<file path="src/rtl/multicycle_control.sv">
// Multi-cycle RV32I control: fetches into an IR, then sequences execute/memory/writeback/branch.
// Sticky traps on illegal encodings and on memory requests that outlast MEM_TIMEOUT wait cycles.
module multicycle_control #(
  parameter int ALUOP_W     = 4,
  parameter int IMM_SRC_W   = 3,
  parameter int MEM_TIMEOUT = 15
) (
  input  logic                 clk,
  input  logic                 rst,
  input  logic [31:0]          instr,
  input  logic                 mem_ready,
  input  logic                 alu_zero,
  output logic                 mem_req,
  output logic                 pc_inc,
  output logic                 pc_branch,
  output logic [ALUOP_W-1:0]   AluOp,
  output logic                 regWrite,
  output logic [4:0]           rs1,
  output logic [4:0]           rs2,
  output logic [4:0]           rd,
  output logic [IMM_SRC_W-1:0] imm_src,
  output logic                 aluB_src,
  output logic                 MemRead,
  output logic                 MemWrite,
  output logic                 MemToReg,
  output logic                 instr_done,
  output logic                 illegal,
  output logic                 mem_fault
);
  typedef enum logic [3:0] {
    S_FETCH, S_DECODE, S_EXEC_R, S_EXEC_I, S_ALUWB, S_MEMADDR,
    S_MEMRD, S_MEMWB, S_MEMWR, S_BRANCH, S_TRAP
  } state_t;

  localparam logic [3:0] OP_ADD = 4'd0, OP_SUB = 4'd1, OP_XOR = 4'd2, OP_AND = 4'd3,
                         OP_OR  = 4'd4, OP_SLL = 4'd5, OP_SRL = 4'd6, OP_SRA = 4'd7,
                         OP_SLT = 4'd8, OP_SLTU = 4'd9;
  localparam logic [6:0] OPC_R = 7'b0110011, OPC_I = 7'b0010011, OPC_LOAD = 7'b0000011,
                         OPC_STORE = 7'b0100011, OPC_BRANCH = 7'b1100011;
  localparam logic [6:0] F7_BASE = 7'h00, F7_ALT = 7'h20;
  localparam logic [7:0] TIMEOUT_M1 = 8'(MEM_TIMEOUT - 1);

  state_t      state, state_nx;
  logic [31:0] ir;
  logic [7:0]  wait_cnt;
  logic        illegal_q, fault_q, set_illegal, set_fault;
  logic [6:0]  opcode, f7;
  logic [2:0]  f3;
  logic        is_r, arith_ok, br_ok, br_taken, mem_wait, timeout;
  logic [3:0]  arith_op, br_op, alu_op;

  assign opcode = ir[6:0];
  assign f3     = ir[14:12];
  assign f7     = ir[31:25];
  assign is_r   = (opcode == OPC_R);

  // Shared by EXEC_* and ALUWB so the ALU control stays stable through writeback.
  always_comb begin
    arith_op = OP_ADD;
    arith_ok = 1'b1;
    case (f3)
      3'b000: begin
        arith_op = (is_r && f7 == F7_ALT) ? OP_SUB : OP_ADD;
        arith_ok = !is_r || f7 == F7_BASE || f7 == F7_ALT;
      end
      3'b001: begin arith_op = OP_SLL;  arith_ok = (f7 == F7_BASE); end
      3'b010: begin arith_op = OP_SLT;  arith_ok = !is_r || f7 == F7_BASE; end
      3'b011: begin arith_op = OP_SLTU; arith_ok = !is_r || f7 == F7_BASE; end
      3'b100: begin arith_op = OP_XOR;  arith_ok = !is_r || f7 == F7_BASE; end
      3'b101: begin
        arith_op = (f7 == F7_ALT) ? OP_SRA : OP_SRL;
        arith_ok = (f7 == F7_BASE) || (f7 == F7_ALT);
      end
      3'b110: begin arith_op = OP_OR;   arith_ok = !is_r || f7 == F7_BASE; end
      3'b111: begin arith_op = OP_AND;  arith_ok = !is_r || f7 == F7_BASE; end
    endcase
  end

  // EQ/GE/GEU branch when the ALU result is zero; the other three branch on non-zero.
  always_comb begin
    br_op    = OP_SUB;
    br_ok    = 1'b1;
    br_taken = alu_zero ^ (f3[2] ^ f3[0]);
    case (f3[2:1])
      2'b00: br_op = OP_SUB;
      2'b01: br_ok = 1'b0;
      2'b10: br_op = OP_SLT;
      2'b11: br_op = OP_SLTU;
    endcase
  end

  assign mem_wait = (state == S_FETCH) || (state == S_MEMRD) || (state == S_MEMWR);
  assign timeout  = mem_wait && !mem_ready && (wait_cnt == TIMEOUT_M1);

  always_ff @(posedge clk) begin
    if (rst) begin
      state     <= S_FETCH;
      ir        <= '0;
      wait_cnt  <= '0;
      illegal_q <= 1'b0;
      fault_q   <= 1'b0;
    end else begin
      state <= state_nx;
      if (state == S_FETCH && mem_ready) ir <= instr;
      if (state_nx != state || mem_ready || !mem_wait) wait_cnt <= '0;
      else                                             wait_cnt <= wait_cnt + 8'd1;
      if (set_illegal) illegal_q <= 1'b1;
      if (set_fault)   fault_q   <= 1'b1;
    end
  end

  always_comb begin
    state_nx    = state;
    set_illegal = 1'b0;
    set_fault   = 1'b0;
    case (state)
      S_FETCH: begin
        if (mem_ready)    state_nx = S_DECODE;
        else if (timeout) begin state_nx = S_TRAP; set_fault = 1'b1; end
      end
      S_DECODE: begin
        case (opcode)
          OPC_R:                state_nx = S_EXEC_R;
          OPC_I:                state_nx = S_EXEC_I;
          OPC_LOAD, OPC_STORE:  state_nx = S_MEMADDR;
          OPC_BRANCH:           state_nx = S_BRANCH;
          default: begin state_nx = S_TRAP; set_illegal = 1'b1; end
        endcase
      end
      S_EXEC_R, S_EXEC_I: begin
        if (arith_ok) state_nx = S_ALUWB;
        else begin state_nx = S_TRAP; set_illegal = 1'b1; end
      end
      S_ALUWB: state_nx = S_FETCH;
      S_MEMADDR: begin
        if (f3 != 3'b010)           begin state_nx = S_TRAP; set_illegal = 1'b1; end
        else if (opcode == OPC_LOAD) state_nx = S_MEMRD;
        else                         state_nx = S_MEMWR;
      end
      S_MEMRD: begin
        if (mem_ready)    state_nx = S_MEMWB;
        else if (timeout) begin state_nx = S_TRAP; set_fault = 1'b1; end
      end
      S_MEMWB: state_nx = S_FETCH;
      S_MEMWR: begin
        if (mem_ready)    state_nx = S_FETCH;
        else if (timeout) begin state_nx = S_TRAP; set_fault = 1'b1; end
      end
      S_BRANCH: begin
        if (br_ok) state_nx = S_FETCH;
        else begin state_nx = S_TRAP; set_illegal = 1'b1; end
      end
      S_TRAP:  state_nx = S_TRAP;
      default: state_nx = S_FETCH;
    endcase
  end

  // Everything is forced low while rst is high, including the IR fields and flags.
  always_comb begin
    mem_req    = 1'b0;
    pc_inc     = 1'b0;
    pc_branch  = 1'b0;
    alu_op     = OP_ADD;
    regWrite   = 1'b0;
    imm_src    = '0;
    aluB_src   = 1'b0;
    MemRead    = 1'b0;
    MemWrite   = 1'b0;
    MemToReg   = 1'b0;
    instr_done = 1'b0;
    if (!rst) begin
      case (state)
        S_FETCH: begin mem_req = 1'b1; pc_inc = mem_ready; end
        S_EXEC_R: alu_op = arith_op;
        S_EXEC_I: begin alu_op = arith_op; aluB_src = 1'b1; end
        S_ALUWB: begin
          alu_op     = arith_op;
          aluB_src   = (opcode == OPC_I);
          regWrite   = 1'b1;
          instr_done = 1'b1;
        end
        S_MEMADDR, S_MEMRD, S_MEMWR: begin
          aluB_src = 1'b1;
          imm_src  = (opcode == OPC_STORE) ? IMM_SRC_W'(3'b010) : IMM_SRC_W'(3'b001);
          mem_req  = (state != S_MEMADDR);
          MemRead  = (state == S_MEMRD);
          MemWrite = (state == S_MEMWR);
          instr_done = (state == S_MEMWR) && mem_ready;
        end
        S_MEMWB: begin regWrite = 1'b1; MemToReg = 1'b1; instr_done = 1'b1; end
        S_BRANCH: begin
          imm_src    = IMM_SRC_W'(3'b011);
          alu_op     = br_op;
          pc_branch  = br_ok && br_taken;
          instr_done = br_ok;
        end
        default: ;
      endcase
    end
  end

  assign AluOp     = ALUOP_W'(alu_op);
  assign rs1       = rst ? 5'd0 : ir[19:15];
  assign rs2       = rst ? 5'd0 : ir[24:20];
  assign rd        = rst ? 5'd0 : ir[11:7];
  assign illegal   = illegal_q && !rst;
  assign mem_fault = fault_q && !rst;
endmodule

</file>
<file path="config.mk">
export PLATFORM = sky130hd
export DESIGN_NAME = multicycle_control
export DESIGN_NICKNAME = d
export VERILOG_FILES = /design/src/rtl/multicycle_control.sv
export SDC_FILE = /design/constraint.sdc
export NUM_CORES = 1
export LEC_CHECK = 0
export ABC_AREA = 1
export ABC_CLOCK_PERIOD_IN_PS = 1500
export CELL_PAD_IN_SITES_DETAIL_PLACEMENT = 1
export CELL_PAD_IN_SITES_GLOBAL_PLACEMENT = 1
export CORE_ASPECT_RATIO = 0.9
export CORE_MARGIN = 2
export CORE_UTILIZATION = 29
export CTS_CLUSTER_SIZE = 24
export DETAILED_ROUTE_END_ITERATION = 6
export PLACE_DENSITY = 0.79
export SLEW_MARGIN = 40
export SYNTH_ARGS = -nofsm -noshare
export SYNTH_HDL_FRONTEND = slang
export SYNTH_SLANG_ARGS = --single-unit
</file>
<file path="constraint.sdc">
create_clock -name clk -period 1.5 [get_ports clk]
set_clock_uncertainty 0.05 [all_clocks]
set_input_delay 0.225 -clock clk [delete_from_list [all_inputs] [get_ports clk]]
set_output_delay 0.225 -clock clk [all_outputs]
set_load 0.02 [all_outputs]
</file>
==> results.toml, run 1 <==
[run_status]
outcome = "finished with violations"
failed_checks = "setup timing"

[synth]
avgSynthCellArea_um2 = 6.95
synthesis.area_um2 = 2330
synthMuxAreaShare = 0
yosys.area.top_type = "dfxtp_1"
asyncSetResetFlopFracSynth = 0
synth-warning-count = 0
netlist-cell-type-count = 31
ys_ff_latch = 46
yosysMostFrequentCell = "nor2_1"
post_synthesis_net_count = 373
synthesis.instances = 335
sequential_to_total_area_share_from_yosys_stat = 0.395
netlist_top_cells_area = "dfxtp_1, nor2_1, inv_1, nand2_1, o22a_1"
synth_top_cells_by_count = "nor2_1, inv_1, dfxtp_1, nand2_1, o21ai_0"
synth_top_family_by_area = "simple AND/OR/NAND/NOR gates"
synth-main-ff-cell = "dfxtp_1"
post_synth_edffs = 0
synthXorXnorAreaFrac = 0.0301
fraction_of_the_mapped_netlist_area_in_simple_logic_gates = 0.271
synth-compound-area-share = 0.179
yosys.area.top_type_share = 0.395
post_synth_fa_ha_maj_area_fraction = 0.0107

[cts]
clk_pin_slew_worst_paths_ps = 100
post_cts_hold_buffer_count = 0
cts_tree = "done"
cts_max_level = 2
cts-root-buf = "clkbuf_8"
worstSkewPairLatency_ps = 310
cts.path.max_buffers = 2
tritoncts.num_buffers = 5
clkSinkCount = 46

[min_path]
classification_of_the_worst_slack_hold_path = "in2reg"
hold_path_depth = 4
worstHoldStart = "rst"
hold_path_end = "state[3]"

[timing]
timing.final.hold_violations = 0
clock.fmax_mhz = 471
final-setup-viol-count = 61
finalWorstPathRequiredPeriod_ps = 2120
unrepaired_setup_endpoints_after_global_routing = "yes"
report.final.slew_viol_count = 0
final.setup.worst_slack_ps = -622
final_min_period_over_clock_period = 1.41
whs_ps = 328

[worst_setup_path]
critical_path_buffer_and_inverter_count = 3
worst_reg_to_reg_setup_slack_ps = -620
slowest_cell_on_the_critical_path = "dfxtp_4"
worst_setup_path_start_kind = "register"
r2r.worst_path.cells = 14
worst-endpoint-arrival_ps = 2320
crit-reg2reg-capture = "wait_cnt[6]"
crit_start = "state[3]"
worst_r2r_startpoint = "state[3]"
cp_data_required_time_ps = 1700
category_of_the_critical_setup_timing_path = "reg2reg"
critPathCaptureType = "register"
critPathMaxFanout = 8
worst_path_dominant_cell_family = "simple AND/OR/NAND/NOR gates"
stage_delay_of_the_slowest_cell_on_the_critical_path_ps = 400
worstPathCellList = "inv_4, nand2_4, buf_6, nor2_4, buf_4, nand2_1, nand2_2, nor2_2, nand3_1, nor2_2, nand3_2, nand2_2, nand3_4, nor2_1"

[placement]
port_buffers = 67
placed_cell_area_um2 = 3690
global_placement_routability_congestion = 0.856
post-dp-hpwl_mm = 6.13

[grt]
grt_util_all_layers = 0.249
largest_net_degree_at_the_start_of_global_routing = 25
initial_antenna_violation_count = 0
total_global_routing_overflow = 0
grt_pass1_wl_mm = 17.0
grt_pass1_vias = 3314

[drt]
number_of_drc_markers_in_iteration_0 = 102
dr.pass1.iters = 4
detail_route.wirelength_mm = 12.4
via_per_inst = 5.11
detail_route.drc_violations = 0
drtAntennaViolNets = 0
routed-via-count = 3143
routedWlPerCell_um = 20.2

[power]
total_power_mw = 4.29
leakagePower_nw = 2.12
power.density_cell_area_nw_per_um2 = 884
irDropWorstVdd_mv = 0.481

[final_layout]
post-route-util = 0.634
postLayoutCellArea_um2 = 4860
antenna_cells_inserted = 0
layout-drive-gt1-share = 0.582
final_nets = 556
area.growth.synth_to_final_pct = 109

[job]
timing.max_cap.violations = 0

[floorplan]
dieArea_um2 = 8760
die-height_um = 89.0
die_w_um = 98.5
core.rowCount = 30
io_pins = 69
floorplan.initialDensity = 0.304
design.core.area_um2 = 7660
-- metrics by stage --
step | TNS [ps] | setup slack, ps | instances
finish | -18080 | -622 | 615
global route | -22250 | -721 | 615
CTS | -10040 | -396 | 604
detailed placement | -32190 | -696 | 566
global placement | -29420 | -589 | 566
floorplan | -134 | -102 | 335
-- registers in the layout, summed over array words and instances (netlist names) --
name	flops
state	4
fault_q	1
wait_cnt	8
illegal_q	1
ir	32
-- layout by cell type, fill, tap and decap left out, drive strengths merged --
cell type / netlist / layout
a211oi: 2 / 2
nand2: 48 / 48
bufbuf: 0 / 2
ha: 2 / 2
conb: 1 / 1
clkinvlp: 0 / 1
o22a: 15 / 15
buf: 6 / 151
clkbuf: 6 / 6
nand3: 19 / 19
nor3b: 1 / 1
xnor2: 2 / 2
nand4: 4 / 4
a31oi: 6 / 6
a2111oi: 1 / 1
dfxtp: 46 / 46
inv: 52 / 54
clkdlybuf4s50: 0 / 34
o22ai: 1 / 1
o32ai: 1 / 1
a21oi: 20 / 20
nor3: 5 / 5
o21ai: 21 / 21
nor2: 70 / 70
xor2: 6 / 6
-- report_power, final --
part	internal (mW)	leakage, nW	switching, mW
sequential	1.39	0.384	0.114
combinational	0.940	1.69	0.992
clock	0.347	0.0467	0.512
total	2.67	2.12	1.62
-- worst max-delay path by stage --
stage	end	slack [ps]	cells after the start
floorplan	AluOp[2]	-100	5
global placement	AluOp[2]	-590	4
detailed placement	AluOp[2]	-700	5
CTS	AluOp[0]	-400	7
global route	wait_cnt[6]	-720	14
finish	wait_cnt[6]	-620	14
-- what timing repair did --
action | in CTS | in global routing
pin swaps | 16 | 34
buffers inserted | 32 | 17
gates resized for setup | 316 | 87
gates cloned | 3 | 0
setup endpoints to repair | 78 | 64
-- worst min-delay path, cell delays in order --
cell,delay (ps)
clkbuf_2,160
buf_12,130
buf_4,100
a21oi_1,40
-- layer usage --
layer	routed length [um]	global-route usage	share of wire
met5	0	0	0
met1	4720	0.277	0.38
met4	519	0.0996	0.042
met3	391	0.0391	0.031
met2	6780	0.480	0.55
-- layout make-up --
| class | instances | area, um2 |
|---|---|---|
| fill | 878 | 2800 |
| timing repair buffer | 188 | 1790 |
| multi-input combinational | 225 | 1700 |
| sequential | 46 | 945 |
| inverter | 52 | 205 |
| tap | 96 | 120 |
| clock buffer | 5 | 68.8 |
| clock inverter | 3 | 27.5 |
-- kinds of logic (layout without fill, tap and decap cells) --
family | after synthesis | after routing
AO/OA/AOI/OAI | 67 | 67
XOR/XNOR | 8 | 8
adder cells (fa/ha/maj) | 2 | 2
buffers and inverters | 64 | 248
flip-flops | 46 | 46
other | 1 | 1
AND/OR/NAND/NOR | 147 | 147
No activity file was read; power rests on OpenSTA's default activity.
==> run 2: changes to the inputs <==
- GPL_TIMING_DRIVEN: not set -> 0
==> run 2 against run 1 <==
  * Highest routed layer unchanged
  * Routed wire length decreased by 24%
  * Critical endpoint is now aluB_src
  * Fmax increased by 5.6%
  * Register-to-register slack improved by 190 ps
  * Via count decreased by 14%
  * Design area decreased by 13%
  * The flow still finishes with violations (setup timing)
  * Largest power group unchanged
  * Sequential power about the same
  * Setup slack improved by 110 ps
  * Core utilization decreased by 8.5 points
  * Global-route usage decreased by 5.4 points
  * Die area unchanged
  * Hold slack got worse by 39 ps
  * Clock power increased by 15%
==> results.toml, run 2 (synthesis results as in run 1) <==
[timing]
unrepaired_setup_endpoints_after_global_routing = "yes"
final_min_period_over_clock_period = 1.34
timing.final.hold_violations = 0
clock.fmax_mhz = 498
finalWorstPathRequiredPeriod_ps = 2010
report.final.slew_viol_count = 0
final.setup.worst_slack_ps = -510
final-setup-viol-count = 60

[drt]
wl_met2_mm = 5.05
detail_route.drc_violations = 0
routed-via-count = 2706
drtAntennaViolNets = 0
via_per_inst = 4.99
dr.pass1.iters = 4
number_of_drc_markers_in_iteration_0 = 64
topRoutingLayerUsed = "met4"
wl_met3_um = 324
met1_length_mm = 3.91
detail_route.wirelength_mm = 9.49
routedWlPerCell_um = 17.5

[cts]
cts_max_level = 2
clk_pin_slew_worst_paths_ps = 100
cts-root-buf = "clkbuf_8"
worstSkewPairLatency_ps = 310
tritoncts.num_buffers = 5
cts_tree = "done"
clkSinkCount = 46
cts.path.max_buffers = 2

[grt]
largest_net_degree_at_the_start_of_global_routing = 17
initial_antenna_violation_count = 0
grt_util_all_layers = 0.195
total_global_routing_overflow = 0
grt_pass1_vias = 2753
grt_pass1_wl_mm = 13.7

[power]
netSwitchingPower_mw = 1.47
sw_frac_of_total = 0.357
power_share_of_the_combinational_group = 0.394
pwr-share-clk = 0.240
cellInternalPower_mw = 2.64
power.share.sequential = 0.365
leakagePower_nw = 1.78
power.density_cell_area_nw_per_um2 = 976
total_power_mw = 4.11
irDropWorstVdd_mv = 0.431

[floorplan]
die-height_um = 89.0
io_pins = 69
floorplan.initialDensity = 0.304
dieArea_um2 = 8760
core.rowCount = 30
design.core.area_um2 = 7660
die_w_um = 98.5

[final_layout]
mostFrequentLayoutCells = "inv_1, dfxtp_1, nor2_1"
final_nets = 483
filler_cells = 910
multiInputGateArea_um2 = 1650
layout.cells.non_filler = 542
largest_registers_ranked_by_flip_flop_count = "ir (32), wait_cnt (8), state (4)"
seq_area_um2 = 942
area.growth.synth_to_final_pct = 80.8
layout-drive-gt1-share = 0.422
postLayoutCellArea_um2 = 4210
flip_flop_count_of_the_largest_register_after_layout = 32
antenna_cells_inserted = 0
registers.top_by_ff_count = "ir"
final_common_cell = "inv_1"

[placement]
place_worst_setup_slack_ps = -1170
placed_cell_area_um2 = 3150
numPlacedInstances = 497
global_placement_routability_congestion = 0.863
post-dp-hpwl_mm = 5.51
port_buffers = 66

[worst_setup_path]
critical_path_buffer_and_inverter_count = 4
critical-path-top-cell-by-count = "buf_6"
slowest_cell_on_the_critical_path = "dfxtp_4"
worst_setup_path_start_kind = "register"
critPathMaxFanout = 4
cp_data_required_time_ps = 1220
stage_delay_of_the_slowest_cell_on_the_critical_path_ps = 390
critPathCaptureType = "output pin"
category_of_the_critical_setup_timing_path = "reg2out"
worst-endpoint-arrival_ps = 1730
worstPathCellList = "inv_4, nand2_4, nor3_4, buf_6, buf_6, nand2_4, a31oi_4, buf_6"
worst_path_dominant_cell_family = "buffers and inverters"

[job]
timing.max_cap.violations = 0

[run_status]
outcome = "finished with violations"
failed_checks = "setup timing"

[min_path]
classification_of_the_worst_slack_hold_path = "in2reg"
==> run 2: cell count changes in the layout (fill, tap and decap cells not counted), sizes merged <==
cell,change
dlygate4sd2,+9
buf,-94
clkbuf,+10
clkdlybuf4s15,+4
bufbuf,-2
bufinv,+1
inv,-1
==> run 2: final timing paths <==
path          startpoint     endpoint  slack, ps  cells after the start
max             state[3]     aluB_src       -510                      8
min                  rst       ir[24]        290                      3
max reg2reg     state[2]  wait_cnt[6]       -430                     12
min reg2reg  wait_cnt[0]  wait_cnt[0]        400                      1
==> run 2: stage by stage <==
step | hold slack (ps) | setup TNS [ps] | utilization
global route | 296 | -16630 | 0.550
CTS | 283 | -11560 | 0.497
finish | 289 | -13730 | 0.550
floorplan | 310 | -134 | -
detailed placement | 398 | -34400 | 0.412
global placement | 389 | -33090 | 0.412
==> run 2: what timing repair did <==
item | in CTS | in global routing
endpoints found under the setup margin | 75 | 67
pin swaps | 23 | 27
endpoints found under the hold margin | 0 | 0
hold buffers | 0 | 0
setup buffers | 14 | 21
gates resized for setup | 224 | 85
cloned | 4 | 0
==> run 2: worst min-delay path, delay by kind of cell <==
family | cells | cell delay (ps)
AOI/OAI and AO/OA | 1 | 160
buffers and inverters | 1 | 150
and+or+nand+nor | 1 | 70
==> run 2: cell type report <==
class                      instances  share of cell area
multi-input combinational        225               0.392
clock inverter                     3              0.0116
timing repair buffer             103               0.240
tap                               96              0.0285
inverter                          52              0.0493
buffer                            12              0.0383
clock buffer                       5              0.0163
sequential                        46               0.224
==> run 2: power by group through the flow <==
| stage | clock network, mW | registers (mW) | logic, mW |
|---|---|---|---|
| after floorplan | 0 | 1.47 | 0.629 |
| after global placement | 0 | 1.48 | 0.964 |
| after detailed placement | 0 | 1.49 | 0.997 |
| after CTS | 1.01 | 1.49 | 1.38 |
| after global routing | 1.06 | 1.52 | 1.74 |
| final | 0.987 | 1.50 | 1.62 |
==> run 2: per-layer routing <==
metal  GRT usage  vias to the layer above
met5           0                        -
met4      0.0423                        0
met1       0.236                     1324
li1            -                     1306
met3      0.0352                       18
met2       0.365                       58
==> run 3: changes to the inputs <==
- SKIP_CTS_REPAIR_TIMING: not set -> 1
==> run 3 against run 2 <==
  * The flow still finishes with violations (setup timing)
  * First-iteration DRC count grew 3.1%
  * Sequential share of layout area grew 2.6 points
  * Clock power grew 0.6%
==> results.toml, run 3 (synthesis results as in run 1) <==
[drt]
via_per_inst = 4.85
dr.pass1.iters = 4
detail_route.drc_violations = 0
routed-via-count = 2529
detail_route.wirelength_mm = 8.16
drtAntennaViolNets = 0
number_of_drc_markers_in_iteration_0 = 66
routedWlPerCell_um = 15.7

[placement]
placed_cell_area_um2 = 3150
port_buffers = 66
global_placement_routability_congestion = 0.863
place_worst_setup_slack_ps = -1170
post-dp-hpwl_mm = 5.51

[final_layout]
mostFrequentLayoutCells = "nor2_1, inv_1, nand2_1, dfxtp_1, clkdlybuf4s50_1"
area.growth.synth_to_final_pct = 61.9
postLayoutCellArea_um2 = 3770
final_common_cell = "nor2_1"
layout-drive-gt1-share = 0.294
flip_flop_count_of_the_largest_register_after_layout = 32
largest_registers_ranked_by_flip_flop_count = "ir (32), wait_cnt (8), state (4)"
post-route-util = 0.492
final_nets = 462
filler_cells = 946
registers.top_by_ff_count = "ir"
antenna_cells_inserted = 0

[floorplan]
io_pins = 69
floorplan.initialDensity = 0.304
dieArea_um2 = 8760
die-height_um = 89.0
die_w_um = 98.5
design.core.area_um2 = 7660
core.rowCount = 30

[cts]
clkSinkCount = 46
cts_tree = "done"
tritoncts.num_buffers = 5
cts-root-buf = "clkbuf_8"
cts.path.max_buffers = 2
cts_max_level = 2
worstSkewPairLatency_ps = 310
clk_pin_slew_worst_paths_ps = 100

[timing]
timing.final.hold_violations = 0
unrepaired_setup_endpoints_after_global_routing = "yes"
final.setup.worst_slack_ps = -499
clock.fmax_mhz = 500
max-slew-margin-rel = 0.653
finalWorstPathRequiredPeriod_ps = 2000
report.final.slew_viol_count = 0
final-setup-viol-count = 44
worst_slew_pin_slew_ps = 520
final_min_period_over_clock_period = 1.33
whs_ps = 288

[worst_setup_path]
category_of_the_critical_setup_timing_path = "reg2out"
critical_path_buffer_and_inverter_count = 2
cp_data_required_time_ps = 1220
stage_delay_of_the_slowest_cell_on_the_critical_path_ps = 380
worst_path_dominant_cell_family = "simple AND/OR/NAND/NOR gates"
critPathMaxFanout = 4
worst_setup_path_start_kind = "register"
slowest_cell_on_the_critical_path = "dfxtp_4"
critical-path-top-cell-by-count = "nor2_4"
critPathCaptureType = "output pin"
worstPathCellList = "nor2_4, inv_1, nor2_4, nor2_4, a2111oi_4, buf_4"
worst-endpoint-arrival_ps = 1720

[min_path]
classification_of_the_worst_slack_hold_path = "in2reg"

[grt]
total_global_routing_overflow = 0
initial_antenna_violation_count = 0
grt_util_all_layers = 0.169
grt_pass1_vias = 2564
largest_net_degree_at_the_start_of_global_routing = 17
grt_pass1_wl_mm = 12.0

[run_status]
outcome = "finished with violations"
failed_checks = "setup timing"

[power]
leakagePower_nw = 1.82
power.density_cell_area_nw_per_um2 = 1010
irDropWorstVdd_mv = 0.524

[job]
timing.max_cap.violations = 0
[run 3: cell types whose count changed in the layout (fill, tap and decap cells not counted), sizes merged]
| cell | change |
|---|---|
| buf | -23 |
| dlymetal6s2s | +17 |
| dlygate4sd2 | -9 |
| clkdlybuf4s15 | -4 |
| clkbuf | -2 |
[run 3: report_power, final]
group | internal (mW) | total, mW | switching, mW
Clock | 0.509 | 0.993 | 0.484
Sequential | 1.39 | 1.50 | 0.114
Combinational | 0.585 | 1.31 | 0.729
[run 3: area by class of cell]
cell class                      instances  area (um2)  area share
Buffer                                 12         120      0.0319
Clock buffer                            5        68.8      0.0183
Clock inverter                          3        48.8      0.0129
Inverter                               52         203      0.0538
Multi-Input combinational cell        225        1450       0.384
Sequential cell                        46         941       0.250
Tap cell                               96         120      0.0319
Timing Repair Buffer                   82         822       0.218
[run 3: per-stage QoR]
stage / std cells / power, mW / setup TNS, ps
after floorplan: 335 / 2.10 / -134
after global placement: 497 / 2.44 / -33090
after detailed placement: 497 / 2.49 / -34400
after CTS: 505 / 3.48 / -33690
after global routing: 521 / 4.02 / -13750
final: 521 / 3.81 / -7970
[run 3: worst register-to-register path, delay by kind of cell (launching register included)]
family | cells | cell delay [ps]
AND/OR/NAND/NOR | 9 | 1170
flip-flops | 1 | 380
buffers and inverters | 1 | 110
AO/OA/AOI/OAI | 1 | 60
[run 3: worst paths after layout]
check	start	to	slack, ps	cells past startpoint
worst max-delay path	state[3]	AluOp[2]	-500	6
worst min-delay path	rst	ir[24]	290	3
worst max register to register	state[3]	wait_cnt[1]	-340	11
worst min register to register	wait_cnt[0]	wait_cnt[0]	400	1
[run 3: layer usage]
metal	GRT usage	routed length [um]	vias to the layer above	part of all wire
li1	-	-	1258	-
met1	0.214	3650	1207	0.45
met2	0.299	4100	56	0.50
met3	0.0328	325	8	0.040
met4	0.0436	82	0	0.010
met5	0	0	-	0
